==> config.mk <==
export PLATFORM = sky130hd
export DESIGN_NAME = accel_sample_scheduler
export DESIGN_NICKNAME = d
export VERILOG_FILES = /design/src/rtl/accel_sample_scheduler.sv
export SDC_FILE = /design/constraint.sdc
export NUM_CORES = 1
export LEC_CHECK = 0
export CAP_MARGIN = 5
export CELL_PAD_IN_SITES_DETAIL_PLACEMENT = 1
export CELL_PAD_IN_SITES_GLOBAL_PLACEMENT = 1
export CORE_UTILIZATION = 45
export DETAILED_ROUTE_END_ITERATION = 12
export PLACE_DENSITY = 0.79
export SLEW_MARGIN = 40
export SYNTH_ARGS = -nofsm -noshare
export SYNTH_HDL_FRONTEND = slang
export SYNTH_SLANG_ARGS = --single-unit
==> constraint.sdc <==
create_clock -name Clock_100MHz -period 2.7 [get_ports Clock_100MHz]
set_input_delay 0.54 -clock Clock_100MHz [delete_from_list [all_inputs] [get_ports Clock_100MHz]]
set_output_delay 0.54 -clock Clock_100MHz [all_outputs]
set_load 0.05 [all_outputs]
==> src/rtl/accel_sample_scheduler.sv <==
// rtl/accel_sample_scheduler.sv - accelerometer sample timebase with req/ack sequencing
// Divides Clock_100MHz to the selected output data rate, tracks overruns/timeouts, emits a 1 Hz strobe.
module accel_sample_scheduler #(
  parameter int CLK_HZ      = 100000000,
  parameter int ACK_TIMEOUT = 1000000,
  parameter int OVR_W       = 8
) (
  input  logic             Clock_100MHz,
  input  logic             Clear,
  input  logic             Enable,
  input  logic [1:0]       Rate_Sel,
  input  logic             Sample_Ack,
  input  logic             Clear_Status,
  output logic             Sample_Req,
  output logic             Tick_1Hz,
  output logic             Busy,
  output logic [OVR_W-1:0] Overrun_Count,
  output logic             Timeout_Flag
);

  localparam logic [26:0] DIV_1HZ   = 27'(CLK_HZ / 1 - 1);
  localparam logic [26:0] DIV_10HZ  = 27'(CLK_HZ / 10 - 1);
  localparam logic [26:0] DIV_100HZ = 27'(CLK_HZ / 100 - 1);
  localparam logic [26:0] DIV_400HZ = 27'(CLK_HZ / 400 - 1);
  localparam int          TO_W      = (ACK_TIMEOUT > 1) ? $clog2(ACK_TIMEOUT) : 1;
  localparam logic [TO_W-1:0] TO_LAST = TO_W'(ACK_TIMEOUT - 1);

  typedef enum logic [1:0] {IDLE, WAIT, REQ} state_t;

  state_t           state, state_nxt;
  logic [1:0]       rate_q;
  logic [26:0]      period_cnt;
  logic [26:0]      sec_cnt;
  logic [26:0]      div_sel;
  logic [TO_W-1:0]  to_cnt;
  logic             period_tick;
  logic             timeout_hit;
  logic             overrun_evt;
  logic             to_restart;

  always_comb begin
    div_sel = DIV_1HZ;
    case (rate_q)
      2'b00:   div_sel = DIV_1HZ;
      2'b01:   div_sel = DIV_10HZ;
      2'b10:   div_sel = DIV_100HZ;
      default: div_sel = DIV_400HZ;
    endcase
  end

  assign period_tick = (state != IDLE) && (period_cnt == div_sel);
  assign timeout_hit = Enable && (state == REQ) && !Sample_Ack && (to_cnt == TO_LAST);
  assign overrun_evt = Enable && (state == REQ) && period_tick && !Sample_Ack;
  // an ack landing on a period tick closes one request and opens the next in place
  assign to_restart  = (state == REQ) && Sample_Ack && period_tick;

  always_comb begin
    state_nxt = state;
    case (state)
      IDLE:    if (Enable) state_nxt = WAIT;
      WAIT:    if (period_tick) state_nxt = REQ;
      REQ: begin
        if (Sample_Ack && !period_tick) state_nxt = WAIT;
        else if (timeout_hit)           state_nxt = WAIT;
      end
      default: state_nxt = IDLE;
    endcase
    if (!Enable) state_nxt = IDLE;
  end

  always_ff @(posedge Clock_100MHz) begin
    if (Clear) begin
      state         <= IDLE;
      rate_q        <= 2'b00;
      period_cnt    <= '0;
      sec_cnt       <= '0;
      to_cnt        <= '0;
      Overrun_Count <= '0;
      Timeout_Flag  <= 1'b0;
    end else begin
      state <= state_nxt;

      if (!Enable || state == IDLE || period_tick) period_cnt <= '0;
      else                                         period_cnt <= period_cnt + 27'd1;

      // rate only changes at a period boundary (or on leaving IDLE) so no runt periods
      if ((state == IDLE && Enable) || period_tick) rate_q <= Rate_Sel;

      if (state == REQ && state_nxt == REQ && !to_restart) to_cnt <= to_cnt + TO_W'(1);
      else                                                   to_cnt <= '0;

      if (!Enable || sec_cnt == DIV_1HZ) sec_cnt <= '0;
      else                               sec_cnt <= sec_cnt + 27'd1;

      if (overrun_evt) begin
        if (Clear_Status)            Overrun_Count <= OVR_W'(1);
        else if (&Overrun_Count)     Overrun_Count <= Overrun_Count;
        else                         Overrun_Count <= Overrun_Count + OVR_W'(1);
      end else if (Clear_Status) begin
        Overrun_Count <= '0;
      end

      if (timeout_hit)       Timeout_Flag <= 1'b1;
      else if (Clear_Status) Timeout_Flag <= 1'b0;
    end
  end

  assign Sample_Req = (state == REQ);
  assign Busy       = (state == REQ);
  assign Tick_1Hz   = Enable && (sec_cnt == DIV_1HZ);

endmodule
# Word-level counts from Yosys, hierarchy flattened

Cells that the tools add are included.

Register bits after elaboration: 87
Input bits: 7
Output and inout bits: 12
Logic and storage cells: 64

$add $sub $neg: 4
Eq/ne operators: 9
Muxes and demuxes: 12
Bitwise logic cells: 1
Reduce and logical (&&, ||, !) cells: 31

Operator list:

| cell                                                                  | number |
|---|---|
| 27-bit one-hot mux with 3 select lines                                | 1 |
| 27-bit by 1-bit adder with 27-bit output, second input constant       | 2 |
| 8-bit 2-to-1 mux                                                      | 4 |
| 27-bit equality test                                                  | 1 |
| 27-bit equality test, second input constant                           | 1 |
| 20-bit by 1-bit adder with 20-bit output, second input constant       | 1 |
| 20-bit equality test, second input constant                           | 1 |
| 1-bit logical AND                                                     | 13 |
| 8-bit by 1-bit adder with 8-bit output, second input constant         | 1 |
| 2-bit 2-to-1 mux                                                      | 4 |
| 8-bit AND reduction                                                   | 1 |
| 2-bit equality test, second input constant                            | 3 |
| 2-bit one-hot mux with 3 select lines                                 | 1 |
| 2-bit nonzero test                                                    | 3 |
| 2-bit OR reduction                                                    | 3 |
| 2-bit by 1-bit equality test with 1-bit output, second input constant | 2 |
| 1-bit zero test                                                       | 4 |
| 2-bit zero test                                                       | 2 |
| 1-bit logical OR                                                      | 4 |
| 1-bit 2-to-1 mux                                                      | 2 |
| 2-bit != test, second input constant                                  | 1 |
| 2-bit AND reduction                                                   | 1 |
| 1-bit NOT                                                             | 1 |

# Longest topological paths before layout

Gate-level depths: netlist of run 1.

Depth after elaboration: 14
Mapped depth: 9
Mapped depth without buffers: 8

# Least setup slack after synthesis of run 1

OpenSTA, ideal clock, no wires.

Path type: flip-flop to output port
Start: reg sec_cnt[0]
End: out Tick_1Hz
Arrival: 2.170 ns
Required time: 2.160 ns
Path slack: -0.010 ns
Cell stages (with the launch flop): 6
Path buffers: 0
Cell sequence: dfxtp_1 ha_1 nand2_1 nor3_1 nand4_1 nor3_1

Word-level cells in the longest chain between the ends: 2

Ends and longest elaborated chain:

| item                   | line | text |
|---|---|---|
| from (decl)            | 33   | `logic [26:0] sec_cnt;` |
| from (signal assigned) | 93   | `else sec_cnt <= sec_cnt + 27'd1;` |
| 27-bit equality test   | 110  | `assign Tick_1Hz = Enable && (sec_cnt == DIV_1HZ);` |
| 1-bit logical AND      | 110  |  |
| to (decl)              | 15   | `output logic Tick_1Hz,` |

Every way passes these cells.

# Worst setup path after layout of run 1

Ends and elaborated chain as after synthesis.

==> results of run 1 <==
[timing repair]
item,CTS,global route
hold endpoints to repair,0,0
setup endpoints to repair,0,1
gates resized for setup,0,1
[metrics by stage]
| step | instance area (um^2) | setup slack [ns] | total power [mW] |
|---|---|---|---|
| 6_report | 4580 | 0.199 | 2.30 |
| 5_1_grt | 4580 | 0.0197 | 2.38 |
| 4_1_cts | 4580 | 0.0446 | 2.33 |
| 3_5_place_dp | 4370 | 0.261 | 1.39 |
| 3_3_place_gp | 4370 | 0.315 | 1.39 |
| 2_1_floorplan | 4040 | 0.400 | 1.36 |
[cells in the final DEF, fill, tap and decap left out, types with 10 or more instances in the layout]
cell type / count
nor3_1: 11
nor2_1: 99
nand2_1: 36
clkdlybuf4s50_1: 17
nand4_1: 16
xnor2_1: 25
inv_1: 12
nand3_1: 37
dfxtp_1: 87
and3_1: 10
xor2_1: 46
[per-layer routing]
metal  GRT usage  vias to the layer above
li1            -                     1645
met1       0.244                     1548
met2       0.347                       20
met3      0.0542                       10
met4      0.0482                        0
met5           0                        -
[state kept, by name, summed over array words and instances, names as in the netlist]
| name | count |
|---|---|
| Overrun_Count | 8 |
| rate_q | 2 |
| to_cnt | 20 |
| period_cnt | 27 |
| sec_cnt | 27 |
| state | 2 |
| Timeout_Flag | 1 |
[worst paths after layout]
| check | endpoint | slack (ns) | cells past startpoint |
|---|---|---|---|
| worst max register to register | Overrun_Count[3] | 0.22 | 8 |
| worst min register to register | sec_cnt[0] | 0.45 | 1 |
| worst min-delay path | sec_cnt[0] | 0.45 | 1 |
| worst max-delay path | Tick_1Hz | 0.20 | 6 |
[final cells by class]
type                            count  area [um^2]
Timing Repair Buffer               25          255
Inverter                           12         45.0
Clock buffer                       10          128
Fill cell                        1032         4100
Clock inverter                      6         76.3
Tap cell                          108          135
Sequential cell                    87         1740
Multi-Input combinational cell    361         2200
[report_power, final]
part           switching, mW  internal (mW)  leakage [nW]
combinational         0.0380         0.0290         0.744
clock                  0.498          0.445         0.103
sequential           0.00425           1.29         0.701
total                  0.540           1.76          1.55
[logic make-up (layout without fill, tap and decap cells)]
kind of cell    after synthesis  count (layout)  share of synthesized area
simple gates                255             255                      0.315
flops                        87              87                      0.432
xor+xnor                     71              71                      0.154
buf+inv                      21              53                     0.0248
compound gates               20              20                     0.0313
fa+ha+maj                     9               9                     0.0279
mux                           6               6                     0.0152
==> summary.md, run 1 <==
| Metric | Value |
|---|---|
| Synth Warn # | `0` |
| # port buffers | `18` |
| H-tree levels | `3` |
| Setup violators final | `0` |
| Via total after detailed routing | `3223` |
| Post-Route Setup TNS | `0 ns` |
| Hold Path Class | `reg -> reg` |
| Delay-heaviest family, CP | `simple AND/OR/NAND/NOR gates` |
| Fin Hold WS | `0.453 ns` |
| HPWL after detailed placement | `6.29 mm` |
| Placer Congestion | `0.814` |
| Clock Sinks | `87` |
| R2r startpoint | `rate_q[0]` |
| Crit start category | `flop` |
| Post-Syn Area per Cell | `8.60 um^2` |
| WL final | `8.75 mm` |
| Required time worst endpoint | `2.16 ns` |
| Post-synth EDFFs | `0` |
| Root buffer selected by CTS | `clkbuf_8` |
| Site Rows | `34` |
| Core area | `0.00868 mm^2` |
| Sequential area share after synthesis | `0.432` |
| Top cells by area, synth | `dfxtp_1 (43%), xor2_1 (10%), nor2_1 (9.2%), xnor2_1 (5.4%), nand3_1 (4.6%)` |
| CTS max path bufs | `2` |
| Reg clk slew, reported paths | `0.09 ns` |
| Die X | `96.7 um` |
| Die area | `0.00934 mm^2` |
| Critical Path Start | `sec_cnt[0]` |
| TritonCTS Buffers | `9` |
| Critical path peak fanout | `3` |
| Pleak | `1.55 nW` |
| Yosys cell types | `46` |
| Synthesized Nets | `485` |
| WL per Instance | `14.4 um` |
| Final nets | `512` |
| Synth top area share | `0.432` |
| Critical Path End Type | `primary output` |
| Tmin final | `2.50 ns` |
| Outcome | `complete, no violations` |
| Met3 wire len | `196 um` |
| Top_reg_cell synth | `dfxtp_1` |
| Cell count after synthesis | `469` |
| Global-route wire length before repair | `15.5 mm` |
| Yosys reg bits | `87` |
| DRT iter0 DRCs | `65` |
| Crit path top cell by count | `nor3_2` |
| Crit path kind | `reg -> out` |
| Post-route ant nets | `0` |
| Post-synth top area cell | `dfxtp_1` |
| Number of global-route vias before repair | `3390` |
| Fin Clk Skew | `0.0119 ns` |
| VDD IR max | `0.309 mV` |
| Worst-skew pair later-pin latency | `0.37 ns` |
| Max Slew Vio Count | `0` |
| Max-cap violations | `0` |
| Die Ht | `96.7 um` |
| Post-CTS Setup Bufs | `0` |
| Hold buffers post-CTS | `0` |
| DRC Markers | `0` |
| Antenna Cells | `0` |
| Crit-path slowest cell | `dfxtp_1` |
| Power Density | `502 mW/mm^2` |
| Hold Path Origin | `sec_cnt[0]` |
| Initial antenna violation count | `0` |
| RSZ-0062 raised after global routing | `false` |
| Area growth syn-to-layout | `13.6%` |
| Pin count of the biggest net entering global routing | `27` |
| Metal-1 WL | `4.07 mm` |
| Max-slew headroom | `0.583` |
| Crit path arrival time | `1.96 ns` |
| Iteration count of the initial detailed-routing pass | `4` |
| Layout cells sized above 1 | `0.0619` |
| Met2 WL post-DR | `4.38 mm` |
| Crit-path cells | `ha_1 -> nand2_1 -> nor3_2 -> nand4_1 -> nor3_2 -> buf_12` |
| Top Layer Used | `met4` |
| Via density | `5.29` |
| Starting Density | `0.465` |
| CTS tree | `built` |
| CP bufs+invs | `1` |
| Fmax | `400 MHz` |
| Post-layout util | `0.528` |
| Crit share post-route | `0.926` |
| Worst path max stage delay | `0.36 ns` |
| Synth cell count leaders | `nor2_1 (99), dfxtp_1 (87), xor2_1 (46)` |
| # IOs | `19` |
| Dominant cell by count in the synthesized netlist | `nor2_1` |
| Worst-margin pin slew | `0.623 ns` |
| Synth Cell Area | `0.00403 mm^2` |
| Grt total ovfl | `0` |
| Async set or reset register ratio after synthesis | `0` |
| Post-Layout Cell Count | `609` |
| Dpl cells | `593` |
| Final Hold Fails | `0` |
| Tot GR Track Use | `0.200` |
Note: power is estimated with default switching activity, not from simulation.
==> inputs of run 2 (changes only) <==
Settings changed: CORE_MARGIN set to 10.
==> run 2 against run 1 <==
Effect of this change:
- combinational power up 3.4%
- sequential power about the same
- setup slack lost 0.037 ns
- design area increased by 0.19%
- wire length is 3.2% higher
- power up 0.78%
- flip-flop and latch count unchanged
- clock skew is 0.00057 ns higher
- sequential share of layout area is 0.073 points lower
- clock power rose by 2%
- critical endpoint unchanged
==> summary.md, run 2 (synthesized netlist as in run 1, its figures left out) <==
| Metric | Value |
|---|---|
| Initial antenna violation count | `0 (unchanged)` |
| Final setup margin | `0.163 ns (-0.0367 ns)` |
| Tot GR Track Use | `0.148 (-0.0517)` |
| Power Total | `2.32 mW (+0.78%)` |
| Critical R2R Capture | `rate_q[0]` |
| Fmax | `394 MHz (-1.4%)` |
| RSZ-0062 raised after global routing | `false` |
| Root buffer selected by CTS | `clkbuf_8` |
| Die X | `115 um (+19%)` |
| Antenna Cells | `0 (unchanged)` |
| Placer Congestion | `0.813 (about the same)` |
| Reg clk slew, reported paths | `0.09 ns (about the same)` |
| Via total after detailed routing | `3263 (+1.2%)` |
| TritonCTS Buffers | `9 (unchanged)` |
| Pin count of the biggest net entering global routing | `27 (unchanged)` |
| Starting Density | `0.462 (-0.00227)` |
| Worst-skew pair later-pin latency | `0.37 ns (about the same)` |
| WL per Instance | `14.8 um (+3.4%)` |
| Fin Clk Skew | `0.0125 ns (+0.000568 ns)` |
| Pre-CTS WS | `0.267 ns (+0.00646 ns)` |
| H-tree levels | `3 (unchanged)` |
| Final Hold Fails | `0 (unchanged)` |
| Power Density | `505 mW/mm^2 (+0.59%)` |
| Required time worst endpoint | `2.16 ns (about the same)` |
| CP bufs+invs | `1 (unchanged)` |
| Delay-heaviest family, CP | `simple AND/OR/NAND/NOR gates` |
| Area growth syn-to-layout | `13.8%` |
| Post-Route Setup TNS | `0 ns (unchanged)` |
| CTS max path bufs | `2 (unchanged)` |
| Layout cells sized above 1 | `0.0620 (+0.000124)` |
| DRT iter0 DRCs | `102 (+57%)` |
| Hold Path Class | `reg -> reg` |
| WL final | `9.03 mm (+3.2%)` |
| Reg2Reg Setup Slack | `0.30 ns (+0.08 ns)` |
| Worst Setup EP | `Tick_1Hz` |
| VDD IR max | `0.324 mV (+4.8%)` |
| DRC Markers | `0 (unchanged)` |
| Crit-path slowest cell | `dfxtp_1` |
| Core area | `0.00872 mm^2 (+0.49%)` |
| Clock Sinks | `87 (unchanged)` |
| Number of global-route vias before repair | `3450 (+1.8%)` |
| Max-cap violations | `0 (unchanged)` |
| HPWL after detailed placement | `6.43 mm (+2.3%)` |
| Crit path top cell by count | `nor3_2` |
| Iteration count of the initial detailed-routing pass | `4 (unchanged)` |
| Crit-path cells | `ha_1 -> nand2_1 -> nor3_2 -> nand4_1 -> nor3_2 -> buf_12` |
| # port buffers | `18 (unchanged)` |
| Design area | `0.00459 mm^2 (+0.19%)` |
| Tmin final | `2.54 ns (+0.0367 ns)` |
| CTS tree | `built` |
| Grt total ovfl | `0 (unchanged)` |
| Hold buffers post-CTS | `0 (unchanged)` |
| Commonest non-fill, non-tap cell in the layout | `nor2_1` |
| Site Rows | `34 (unchanged)` |
| Die Ht | `115 um (+19%)` |
| Area occupied by registers | `0.00174 mm^2 (unchanged)` |
| Critical path peak fanout | `3 (unchanged)` |
| Critical Path End Type | `primary output` |
| Die area | `0.0131 mm^2 (+41%)` |
| Max-slew headroom | `0.557 (-0.0257)` |
| Critical Path Start | `sec_cnt[0]` |
| Pleak | `1.54 nW (-0.34%)` |
| Via density | `5.37 (+1.4%)` |
| Global-route wire length before repair | `16.2 mm (+4.7%)` |
| Setup violators final | `0 (unchanged)` |
| Worst path max stage delay | `0.37 ns (about the same)` |
| Outcome | `complete, no violations` |
| Crit path kind | `reg -> out` |
| Filler cells | `1055 (+2.2%)` |
| Worst Reg-to-Reg Cells | `8 (unchanged)` |
| Post-CTS Setup Bufs | `0 (unchanged)` |
| Dpl cells | `592 (-0.17%)` |
| Area of the multi-input gates | `0.00221 mm^2 (+0.34%)` |
| Post-Layout Cell Count | `608 (-0.16%)` |
| Crit share post-route | `0.940 (+0.0136)` |
| Largest regs | `period_cnt: 27 flops, sec_cnt: 27 flops, to_cnt: 20 flops` |
| Worst-margin pin slew | `0.662 ns (+0.0385 ns)` |
| Placed Area | `0.00438 mm^2 (+0.11%)` |
| Post-route ant nets | `0 (unchanged)` |
| Crit start category | `flop` |
| Stages on the worst setup path | `6 (unchanged)` |
| Final nets | `511 (-0.20%)` |
| Crit path arrival time | `2.00 ns (+0.04 ns)` |
| Max Slew Vio Count | `0 (unchanged)` |
| R2r startpoint | `rate_q[0]` |
| Most frequent cells in the layout | `nor2_1 (99), dfxtp_1 (87), xor2_1 (46), nand3_1 (37), nand2_1 (36)` |
| # IOs | `19 (unchanged)` |
## run 2: what timing repair did
| action | 4_1_cts | 5_1_grt |
|---|---|---|
| resized for setup | 1 | 1 |
| setup endpoints to repair | 1 | 3 |
| pin swaps | 0 | 0 |
## run 2: power by group
part	internal [mW]	leakage (nW)	switching (mW)	total, mW
combinational	0.0293	0.746	0.0401	0.0694
sequential	1.29	0.701	0.00419	1.29
clock	0.436	0.0966	0.522	0.958
## run 2: how the worst min path moves through the flow
stage                     startpoint          to  slack [ns]  cells past startpoint
after global placement    sec_cnt[0]  sec_cnt[0]        0.43                      1
final                     sec_cnt[0]  sec_cnt[0]        0.47                      1
after global routing      sec_cnt[0]  sec_cnt[0]        0.49                      1
after CTS                 sec_cnt[0]  sec_cnt[0]        0.47                      1
after floorplan           sec_cnt[0]  sec_cnt[0]        0.42                      1
after detailed placement  sec_cnt[0]  sec_cnt[0]        0.45                      1
## run 2: routing by layer
layer / global-route usage / vias up / share of wire
met4: 0.0627 / 0 / 0.020
met3: 0.0299 / 17 / 0.023
met5: 0 / - / 0
li1: - / 1648 / -
met1: 0.184 / 1569 / 0.47
met2: 0.242 / 29 / 0.49
## run 2: layout make-up
class,instances,share of cell area
multi-input cells,361,0.481
clock buffers,9,0.0270
flip-flops and latches,87,0.379
clock inverters,7,0.0166
inverters,12,0.00981
well taps,108,0.0294
repair buffers,24,0.0567
## run 2: stage by stage
stage                      util  hold slack, ns
final                     0.526           0.467
after global routing      0.526           0.489
after CTS                 0.526           0.467
after detailed placement  0.502           0.448
after global placement    0.502           0.427
after floorplan               -           0.418
==> inputs of run 3 (changes only) <==
Settings changed: CORE_MARGIN 10 to 2, GPL_ROUTABILITY_DRIVEN set to 0.
==> run 3 against run 2 <==
Effect of this change:
- first-iteration DRC count is 34% lower
- non-clock buffer count unchanged
- critical path type is now reg -> reg
- wire length is 0.90% lower
- sequential share of layout area about the same
- critical path depth grew 2
- flip-flop and latch count stayed put
- largest cell class unchanged
- register-to-register slack lost 0.13 ns
- clock power fell by 4.6%
- fmax up 0.32%
- design area shrank 0.11%
- setup slack improved by 0.0081 ns
- via count about the same
==> summary.md, run 3 (synthesized netlist as in run 1, its figures left out) <==
| Metric | Value |
|---|---|
| Crit path arrival time | `2.83 ns (+0.83 ns)` |
| Design area | `0.00459 mm^2 (-0.11%)` |
| CTS tree | `built` |
| # IOs | `19 (unchanged)` |
| Reg clk slew, reported paths | `0.09 ns (about the same)` |
| Antenna Cells | `0 (unchanged)` |
| Power Density | `496 mW/mm^2 (-1.8%)` |
| Grt total ovfl | `0 (unchanged)` |
| DRC Markers | `0 (unchanged)` |
| Tot GR Track Use | `0.198 (+0.0500)` |
| TritonCTS Buffers | `9 (unchanged)` |
| Critical Path End Type | `flop` |
| Worst Reg-to-Reg Cells | `8 (unchanged)` |
| Post-Route Setup TNS | `0 ns (unchanged)` |
| Clock Sinks | `87 (unchanged)` |
| Critical Path Start | `rate_q[1]` |
| R2r startpoint | `rate_q[1]` |
| Initial antenna violation count | `0 (unchanged)` |
| Via density | `5.37 (+0.13%)` |
| Iteration count of the initial detailed-routing pass | `4 (unchanged)` |
| Die Ht | `98.7 um (-14%)` |
| Via total after detailed routing | `3262 (-0.031%)` |
| Fmax | `395 MHz (+0.32%)` |
| Commonest non-fill, non-tap cell in the layout | `nor2_1` |
| Fin Clk Skew | `0.0108 ns (-0.00169 ns)` |
| Worst-margin pin slew | `0.614 ns (-0.0478 ns)` |
| Site Rows | `34 (unchanged)` |
| Worst-skew pair later-pin latency | `0.36 ns (about the same)` |
| Pin count of the biggest net entering global routing | `27 (unchanged)` |
| Tmin final | `2.53 ns (-0.00806 ns)` |
| WL per Instance | `14.7 um (-0.73%)` |
| Crit share post-route | `0.937 (-0.00299)` |
| Crit path kind | `reg -> reg` |
| Number of global-route vias before repair | `3411 (-1.1%)` |
| RSZ-0062 raised after global routing | `false` |
| Setup violators final | `0 (unchanged)` |
| H-tree levels | `3 (unchanged)` |
| Area growth syn-to-layout | `13.7%` |
| Final nets | `511 (unchanged)` |
| Critical R2R Capture | `Overrun_Count[3]` |
| Final Hold Fails | `0 (unchanged)` |
| Pre-CTS WS | `0.197 ns (-0.0701 ns)` |
| Outcome | `complete, no violations` |
| Max-slew headroom | `0.589 (+0.0320)` |
| Pleak | `1.56 nW (+0.98%)` |
| Worst Setup EP | `Overrun_Count[3]` |
| WL final | `8.95 mm (-0.90%)` |
| Layout cells sized above 1 | `0.0581 (-0.00388)` |
| Global-route wire length before repair | `15.9 mm (-2.3%)` |
| Crit start category | `flop` |
| Required time worst endpoint | `3.00 ns (+0.84 ns)` |
| Critical path peak fanout | `13 (+10)` |
| Root buffer selected by CTS | `clkbuf_8` |
| DRT iter0 DRCs | `67 (-34%)` |
| Largest regs | `period_cnt: 27 flops, sec_cnt: 27 flops, to_cnt: 20 flops` |
| Placed Area | `0.00438 mm^2 (unchanged)` |
| VDD IR max | `0.353 mV (+8.9%)` |
| Final setup margin | `0.171 ns (+0.00806 ns)` |
| Hold buffers post-CTS | `0 (unchanged)` |
| # port buffers | `18 (unchanged)` |
| Die X | `98.7 um (-14%)` |
| Hold Path Class | `reg -> reg` |
| Post-route ant nets | `0 (unchanged)` |
| Fin Hold WS | `0.452 ns (-0.0148 ns)` |
| HPWL after detailed placement | `6.45 mm (+0.30%)` |
| Max Slew Vio Count | `0 (unchanged)` |
| Most frequent cells in the layout | `nor2_1 (99), dfxtp_1 (87), xor2_1 (46), nand3_1 (37), nand2_1 (36)` |
| Max-cap violations | `0 (unchanged)` |
| Die area | `0.00973 mm^2 (-26%)` |
| Starting Density | `0.462 (unchanged)` |
| CTS max path bufs | `2 (unchanged)` |
| Reg2Reg Setup Slack | `0.17 ns (-0.13 ns)` |
| Core area | `0.00872 mm^2 (unchanged)` |
[run 3: cell count changes in the layout (fill, tap and decap cells not counted), sizes merged]
cell	delta
clkinvlp	-1
inv	-2
clkbuf	+2
[run 3: worst min-delay path by stage]
| stage | startpoint | end | slack [ns] | cells after the start |
|---|---|---|---|---|
| 2_1_floorplan | sec_cnt[0] | sec_cnt[0] | 0.42 | 1 |
| 3_3_place_gp | period_cnt[0] | period_cnt[0] | 0.43 | 1 |
| 3_5_place_dp | sec_cnt[0] | sec_cnt[0] | 0.44 | 1 |
| 4_1_cts | sec_cnt[0] | sec_cnt[0] | 0.46 | 1 |
| 5_1_grt | sec_cnt[0] | sec_cnt[0] | 0.48 | 1 |
| 6_report | sec_cnt[0] | sec_cnt[0] | 0.45 | 1 |
[run 3: power by group]
part | switching [mW] | internal, mW | leakage (nW) | total, mW
Sequential | 0.00539 | 1.29 | 0.701 | 1.29
Combinational | 0.0388 | 0.0291 | 0.761 | 0.0679
Clock | 0.460 | 0.453 | 0.0960 | 0.914
[run 3: routing by layer]
| layer | GRT usage | vias up | routed length, um |
|---|---|---|---|
| li1 | - | 1635 | - |
| met1 | 0.246 | 1592 | 4110 |
| met2 | 0.349 | 22 | 4530 |
| met3 | 0.0475 | 13 | 195 |
| met4 | 0.0453 | 0 | 114 |
| met5 | 0 | - | 0 |
[run 3: critical path: stages, from the launching register on]
cell,delay [ns]
dfxtp_1,0.46
inv_1,0.14
ha_1,0.22
nor4bb_1,0.35
o22ai_1,0.18
nor4_4,0.27
nand3_2,0.25
or4_1,0.53
nand2_1,0.08
[run 3: cell type report]
type                            count  area, um^2
Fill cell                        1057        4140
Multi-Input combinational cell    361        2210
Sequential cell                    87        1740
Timing Repair Buffer               24         260
Clock buffer                       11         141
Tap cell                          108         135
Clock inverter                      4        55.1
Inverter                           12        45.0
[run 3: through the flow]
step                       util  cells  power, mW
after floorplan               -    469       1.36
after global placement    0.502    592       1.39
after detailed placement  0.502    592       1.39
after CTS                 0.525    607       2.31
after global routing      0.526    607       2.36
final                     0.526    607       2.27
[run 3: what timing repair did]
action / CTS / global route
resized for setup: 0 / 2
setup buffers: 0 / 0
setup endpoints to repair: 0 / 1
